**src/rtl/pulse_stretcher.sv**
```systemverilog
// -----------------------------------------------------------------------------
// pulse_stretcher
//
// Turns single-cycle event requests into fixed-length LED bursts. Each burst is
// ON_CYCLES high, followed by at least GAP_CYCLES forced low. Events that arrive
// while a burst or gap is in progress are queued, up to PEND_MAX of them. Events
// that arrive when the queue is full are dropped and flagged on overflow.
//
// Ports
//   clk       in   single clock, rising edge
//   rst_n     in   asynchronous active-low reset
//   pulse_in  in   event request, one event per cycle sampled high
//   led_out   out  registered stretched output, high exactly in ON
//   busy      out  registered, high whenever the FSM is not IDLE
//   pending   out  registered count of queued events not yet started
//   overflow  out  registered one-cycle flag per dropped event
//
// States
//   state | meaning
//   IDLE  | no burst active, queue empty
//   ON    | led_out high, timer counts down the burst
//   GAP   | led_out forced low, timer counts down the separation
// -----------------------------------------------------------------------------
module pulse_stretcher #(
    parameter int ON_CYCLES  = 4,
    parameter int GAP_CYCLES = 2,
    parameter int PEND_MAX   = 3
) (
    input  logic                            clk,
    input  logic                            rst_n,
    input  logic                            pulse_in,
    output logic                            led_out,
    output logic                            busy,
    output logic [$clog2(PEND_MAX+1)-1:0]   pending,
    output logic                            overflow
);

    localparam int MAXC = (ON_CYCLES > GAP_CYCLES) ? ON_CYCLES : GAP_CYCLES;
    localparam int TW   = (MAXC > 1) ? $clog2(MAXC) : 1;
    localparam int PW   = $clog2(PEND_MAX + 1);

    localparam logic [TW-1:0] ON_LOAD   = TW'(ON_CYCLES - 1);
    localparam logic [TW-1:0] GAP_LOAD  = TW'(GAP_CYCLES - 1);
    localparam logic [PW-1:0] PEND_FULL = PW'(PEND_MAX);

    typedef enum logic [1:0] {
        ST_IDLE = 2'd0,
        ST_ON   = 2'd1,
        ST_GAP  = 2'd2
    } state_t;

    state_t        state_q, state_d;
    logic [TW-1:0] timer_q, timer_d;
    logic [PW-1:0] pend_q,  pend_d;
    logic          ovf_d;
    logic          led_q;
    logic          busy_q;
    logic          ovf_q;
    logic          queue_ev;

    always_comb begin
        state_d  = state_q;
        timer_d  = timer_q;
        pend_d   = pend_q;
        ovf_d    = 1'b0;
        queue_ev = 1'b0;

        unique case (state_q)
            ST_IDLE: begin
                if (pend_q != '0) begin
                    // Start from the queue; a coincident pulse refills the slot.
                    state_d = ST_ON;
                    timer_d = ON_LOAD;
                    if (!pulse_in) begin
                        pend_d = pend_q - PW'(1);
                    end
                end else if (pulse_in) begin
                    state_d = ST_ON;
                    timer_d = ON_LOAD;
                end
            end

            ST_ON: begin
                queue_ev = pulse_in;
                if (timer_q == '0) begin
                    state_d = ST_GAP;
                    timer_d = GAP_LOAD;
                end else begin
                    timer_d = timer_q - TW'(1);
                end
            end

            ST_GAP: begin
                if (timer_q != '0) begin
                    queue_ev = pulse_in;
                    timer_d  = timer_q - TW'(1);
                end else if (pend_q != '0) begin
                    state_d = ST_ON;
                    timer_d = ON_LOAD;
                    if (!pulse_in) begin
                        pend_d = pend_q - PW'(1);
                    end
                end else if (pulse_in) begin
                    // Final gap cycle with an empty queue: start straight away.
                    state_d = ST_ON;
                    timer_d = ON_LOAD;
                end else begin
                    state_d = ST_IDLE;
                    timer_d = '0;
                end
            end

            default: begin
                state_d = ST_IDLE;
                timer_d = '0;
            end
        endcase

        if (queue_ev) begin
            if (pend_q != PEND_FULL) begin
                pend_d = pend_q + PW'(1);
            end else begin
                ovf_d = 1'b1;
            end
        end
    end

    always_ff @(posedge clk or negedge rst_n) begin
        if (!rst_n) begin
            state_q <= ST_IDLE;
            timer_q <= '0;
            pend_q  <= '0;
            ovf_q   <= 1'b0;
            led_q   <= 1'b0;
            busy_q  <= 1'b0;
        end else begin
            state_q <= state_d;
            timer_q <= timer_d;
            pend_q  <= pend_d;
            ovf_q   <= ovf_d;
            led_q   <= (state_d == ST_ON);
            busy_q  <= (state_d != ST_IDLE);
        end
    end

    assign led_out  = led_q;
    assign busy     = busy_q;
    assign pending  = pend_q;
    assign overflow = ovf_q;

endmodule

```
**config.mk**
```make
export PLATFORM = sky130hd
export DESIGN_NAME = pulse_stretcher
export DESIGN_NICKNAME = d
export VERILOG_FILES = /design/src/rtl/pulse_stretcher.sv
export SDC_FILE = /design/constraint.sdc
export NUM_CORES = 1
export LEC_CHECK = 0
export CORE_MARGIN = 10
export CORE_UTILIZATION = 45
export CTS_BUF_LIST = sky130_fd_sc_hd__clkbuf_8
export DETAILED_ROUTE_END_ITERATION = 16
export PLACE_DENSITY = 0.75
export REMOVE_ABC_BUFFERS = 1
export SETUP_SLACK_MARGIN = 0.02
export SLEW_MARGIN = 10
export SYNTH_ARGS = -nofsm -noshare
export SYNTH_HDL_FRONTEND = slang
export SYNTH_SLANG_ARGS = --single-unit
```
**constraint.sdc**
```tcl
create_clock -name clk -period 2.5 [get_ports clk]
set_clock_uncertainty 0.05 [all_clocks]
set_input_delay 0.5 -clock clk [delete_from_list [all_inputs] [get_ports clk]]
set_output_delay 0.5 -clock clk [all_outputs]
set_load 0.005 [all_outputs]
```
# After elaboration in Yosys (flattened, before gate mapping)
# Index checks and enable logic that the tools add are counted.
[word_totals]
register_bits = 9
in_bits = 3
output_inout_bits = 5
[op_classes]
addsub = 3
n_eq_ne = 5
mux = 24
n_reduce_logical = 5
[op_table]
columns = ["op", "n"]
rows = [
  ["2-to-1 mux 2 bit", 15],
  ["one-hot mux 2 bit (3 select lines)", 2],
  ["nonzero test 2 bit", 3],
  ["2-to-1 mux 1 bit", 5],
  ["== test 2 x 1 -> 1 bit, second input constant", 2],
  ["zero test 2 bit", 2],
  ["one-hot mux 2 bit (2 select lines)", 1],
  ["subtractor 2 x 1 -> 2 bit, second input constant", 2],
  ["!= test 3 bit, second input constant", 1],
  ["adder 2 x 1 -> 2 bit, second input constant", 1],
  ["== test 2 bit, second input constant", 1],
  ["!= test 2 bit, second input constant", 1],
  ["one-hot mux 1 bit (2 select lines)", 1],
]

# Depth between registers and ports, before layout
[logic_depth]
ltp_word = 7
mapped_depth = 6
depth_no_buf = 6

# Least setup slack after synthesis
# OpenSTA, ideal clock, no wires.
[synth_timing]
path_kind = "register -> register"
startpoint = "reg state_q[0]"
endpoint = "reg busy_q, in the netlist busy"
setup_ns = 0.124
t_arrival_ns = 1.337
slack_ns = 0.989
path_stages_with_launch = 7
period_less_slack_ns = 1.511
cell_sequence = "dfrtp_1 > inv_1 > ha_1 > and3b_1 > o21ai_1 > a21oi_2 > or2_1"
[synth_lines]
columns = ["element", "line_no", "rtl"]
rows = [
  ["start, declared", "52", "state_t state_q, state_d;"],
  ["start signal, assigned", "137", "state_q <= state_d;"],
  ["== test 2 bit, or another cell as far along", "68", "unique case (state_q)"],
  ["one-hot mux 2 bit (3 select lines) (*)", "68", ""],
  ["net state_d[1]", "52", ""],
  ["nonzero test 2 bit (*)", "142", "busy_q <= (state_d != ST_IDLE);"],
  ["end signal, assigned", "142", ""],
  ["end, declared", "57", "logic busy_q;"],
]
# Mark *: on every way through the listed nets, which the timed path passes. The rest lies on a longest branch.
# A chain may end at the register's enable or synchronous reset.

# Final worst setup path
[layout_timing]
startpoint = "reg pend_q[0], in the netlist pending[0]"
endpoint = "out pending[0]"
[layout_lines]
columns = ["element", "line_no", "rtl"]
rows = [
  ["start, declared", "54", "logic [PW-1:0] pend_q, pend_d;"],
  ["start signal, assigned", "139", "pend_q <= pend_d;"],
  ["end, declared", "34", "output logic [$clog2(PEND_MAX+1)-1:0] pending,"],
]
# No word-level cell between the ends.

==> results.md <==
- Largest net degree at the start of global routing: 10
- Hold/Removal Path Class: primary input to async pin
- Port Buf Inserts: 7
- Reg2reg path depth: 6
- WS Path Type: register to output port
- Ratio of cells with drive above 1 in the final layout: 16.4%
- Cts bufs inserted: 3
- Total power: 0.973 mW
- Final WL: 1.16 mm
- Final setup viols: 0
- Startpoint Class: register
- Yosys top cell by area: dfrtp_1
- Worst Setup SP: pending[0]
- Antenna fix cells: 0
- Crit path to: pending[0]
- CP delay by family, top: buffers and inverters
- R2r startpoint: state_q[0]
- Synthesized area: 621 µm²
- Total GRT Usage: 7.69%
- Slew Limit Headroom: 75.0%
- Routed length per placed instance: 13.2 µm
- Row count: 13
- Final worst-path cycle share: 68.7%
- Syn_area_per_cell: 10.0 µm²
- Final #Nets: 84
- Post-synthesis mux area share: 1.61%
- PD cells: 1290 mW/mm²
- CP endpoint kind: output port
- CTS tree: built
- First-pass GRT wire length: 1.99 mm
- Fmax: 0.582 GHz
- Drt via density: 5.51
- Fin crit period: 1.72 ns
- Hold buffer count at CTS: 0
- Post-CTS Setup Inserts: 0
- Crit path depth: 1
- Vias: 485
- Post-Syn Instances: 62
- Synth Area in XOR/XNOR: 0%
- RD Place Congestion: 0.778
- Synth Area in Simple Gates: 19.2%
- Clk buf depth: 2
- Largest family of logic cells by synthesized area: compound AO/OA/AOI/OAI gates
- Area contributors post-synth: dfrtp_1 36%, ha_1 14%, inv_1 4.2%
- CP Data Required Time: 1.95 ns
- Die ar.: 0.00326 mm²
- VDD IR max: 652 µV
- Initial antenna violation count: 0
- Post-synthesis compound-gate area fraction: 24.6%
- Crit path arrival time: 1.17 ns
- Post_cts resized: 0
- P&R area growth vs syn: 21.6%
- Clock root cell: clkbuf_8
- Synth top area share: 36.3%
- Grt ovf: 0
- H-Tree Depth: 1
- R2R Setup Slk: 0.79 ns
- Clk sink count: 9
- Worst slew pin tran: 0.374 ns
- TritonRoute pass-1 iters: 4
- Drt drc: 0
- Ports: 8
- Die Span X: 57.1 µm
- Unrepaired setup endpoints after global routing: no
- FF-to-FF End: busy
- Run status: complete, no violations
- Seq/Total Area, Yosys: 36.3%
- Slowest CP cell: clkdlybuf4s50_1
- WP buf/inv: 1
- Setup_tns: 0 ns
- Slew Viols, Final: 0
- First DRT Iteration DRCs: 8
- Most common cell after layout, fill and taps aside: dfrtp_1
- Final antenna-violating net count: 0
- Most frequent cells in the layout: 9 x dfrtp_1, 8 x inv_1, 7 x ha_1, 7 x clkdlybuf4s50_1, 6 x nor2_1
- Vias in the first global route: 463
- Clk_lat worst skew: 0.23 ns
- Leakage power: 0.336 nW
- Die Height: 57.1 µm
- Crit-path max FO: 5
- CTS clock-pin slew for the worst setup and hold paths: 0.04 ns
- Synth warn: 0
- Adder-cell share of the synthesized area: 14.1%
- FF+latch count, synth: 9
- Synth cell types: 29
- Initial Util: 47.7%
- DP Wirelength: 916 µm
- Placeable core area: 0.00130 mm²
- Critical-path cell list: clkdlybuf4s50_1
- Final-report hold violation count: 0
- MaxCap Viol Count: 0
- Biggest cell delay along the critical path: 0.53 ns
[layer usage]
layer	track usage, %	share of wire [%]	vias up
li1	-	-	242
met1	8.45	48	224
met2	10.9	41	14
met3	3.10	7.2	5
met4	7.38	3.6	0
met5	0	0	-
[through the flow]
stage / util [%] / instances / worst slack (ns) / hold slack [ns] / instance area (µm²)
floorplan: - / 62 / 0.989 / 0.154 / 621
global placement: 54.5 / 84 / 0.610 / 0.528 / 709
detailed placement: 54.5 / 84 / 0.572 / 0.523 / 709
CTS: 58.0 / 88 / 0.767 / 0.512 / 754
global route: 58.0 / 88 / 0.702 / 0.522 / 754
finish: 58.0 / 88 / 0.783 / 0.505 / 754
[cells by family (layout without fill, tap and decap cells)]
family	Yosys count	count (layout)
AO/OA/AOI/OAI	20	20
AND/OR/NAND/NOR	18	18
flip-flops	9	9
adder cells (fa/ha/maj)	7	7
buffers and inverters	7	18
multiplexers	1	1
[cell usage after synthesis]
| library cell | instances |
|---|---|
| a2111oi_2 | 1 |
| a21o_1 | 1 |
| a21oi_1 | 3 |
| a21oi_2 | 1 |
| a22o_2 | 1 |
| a31oi_2 | 1 |
| and2_2 | 1 |
| and3b_1 | 1 |
| dfrtp_1 | 9 |
| ha_1 | 7 |
| inv_1 | 7 |
| mux2i_1 | 1 |
| nand2b_4 | 1 |
| nand3_1 | 1 |
| nor2_1 | 6 |
| nor2b_1 | 2 |
| nor3_1 | 1 |
| nor3_2 | 1 |
| nor3b_1 | 2 |
| nor3b_2 | 1 |
| o211ai_1 | 1 |
| o21a_1 | 3 |
| o21ai_0 | 2 |
| o21ai_1 | 2 |
| o21ai_2 | 1 |
| o221ai_1 | 1 |
| o31a_1 | 1 |
| o31ai_1 | 1 |
| or2_1 | 1 |
[report_power, final]
part | internal (mW) | leakage [nW] | total, mW | switching [mW]
Sequential | 0.216 | 0.109 | 0.300 | 0.0835
Clock | 0.106 | 0.0269 | 0.159 | 0.0526
Combinational | 0.264 | 0.200 | 0.514 | 0.250
[registers in the layout (all words and copies together) (netlist names)]
signal	flops
busy	1
timer_q	2
state_q	2
overflow	1
pending	2
led_out	1
[worst min-delay path by stage]
stage / from / to / slack, ns / depth (start not counted)
2_1_floorplan: rst_n / busy / 0.15 / 0
3_3_place_gp: pending[1] / pending[1] / 0.53 / 1
3_5_place_dp: pending[1] / pending[1] / 0.52 / 1
4_1_cts: rst_n / busy / 0.51 / 1
5_1_grt: rst_n / state_q[1] / 0.52 / 1
6_report: rst_n / timer_q[0] / 0.50 / 1
[layout make-up]
type,count,area [µm²]
sequential,9,225
timing repair buffer,7,70.1
clock inverter,1,3.75
clock buffer,3,41.3
fill,131,547
tap,15,18.8
inverter,7,26.3
multi-input combinational,46,369
No activity file was read; power rests on OpenSTA's default activity.
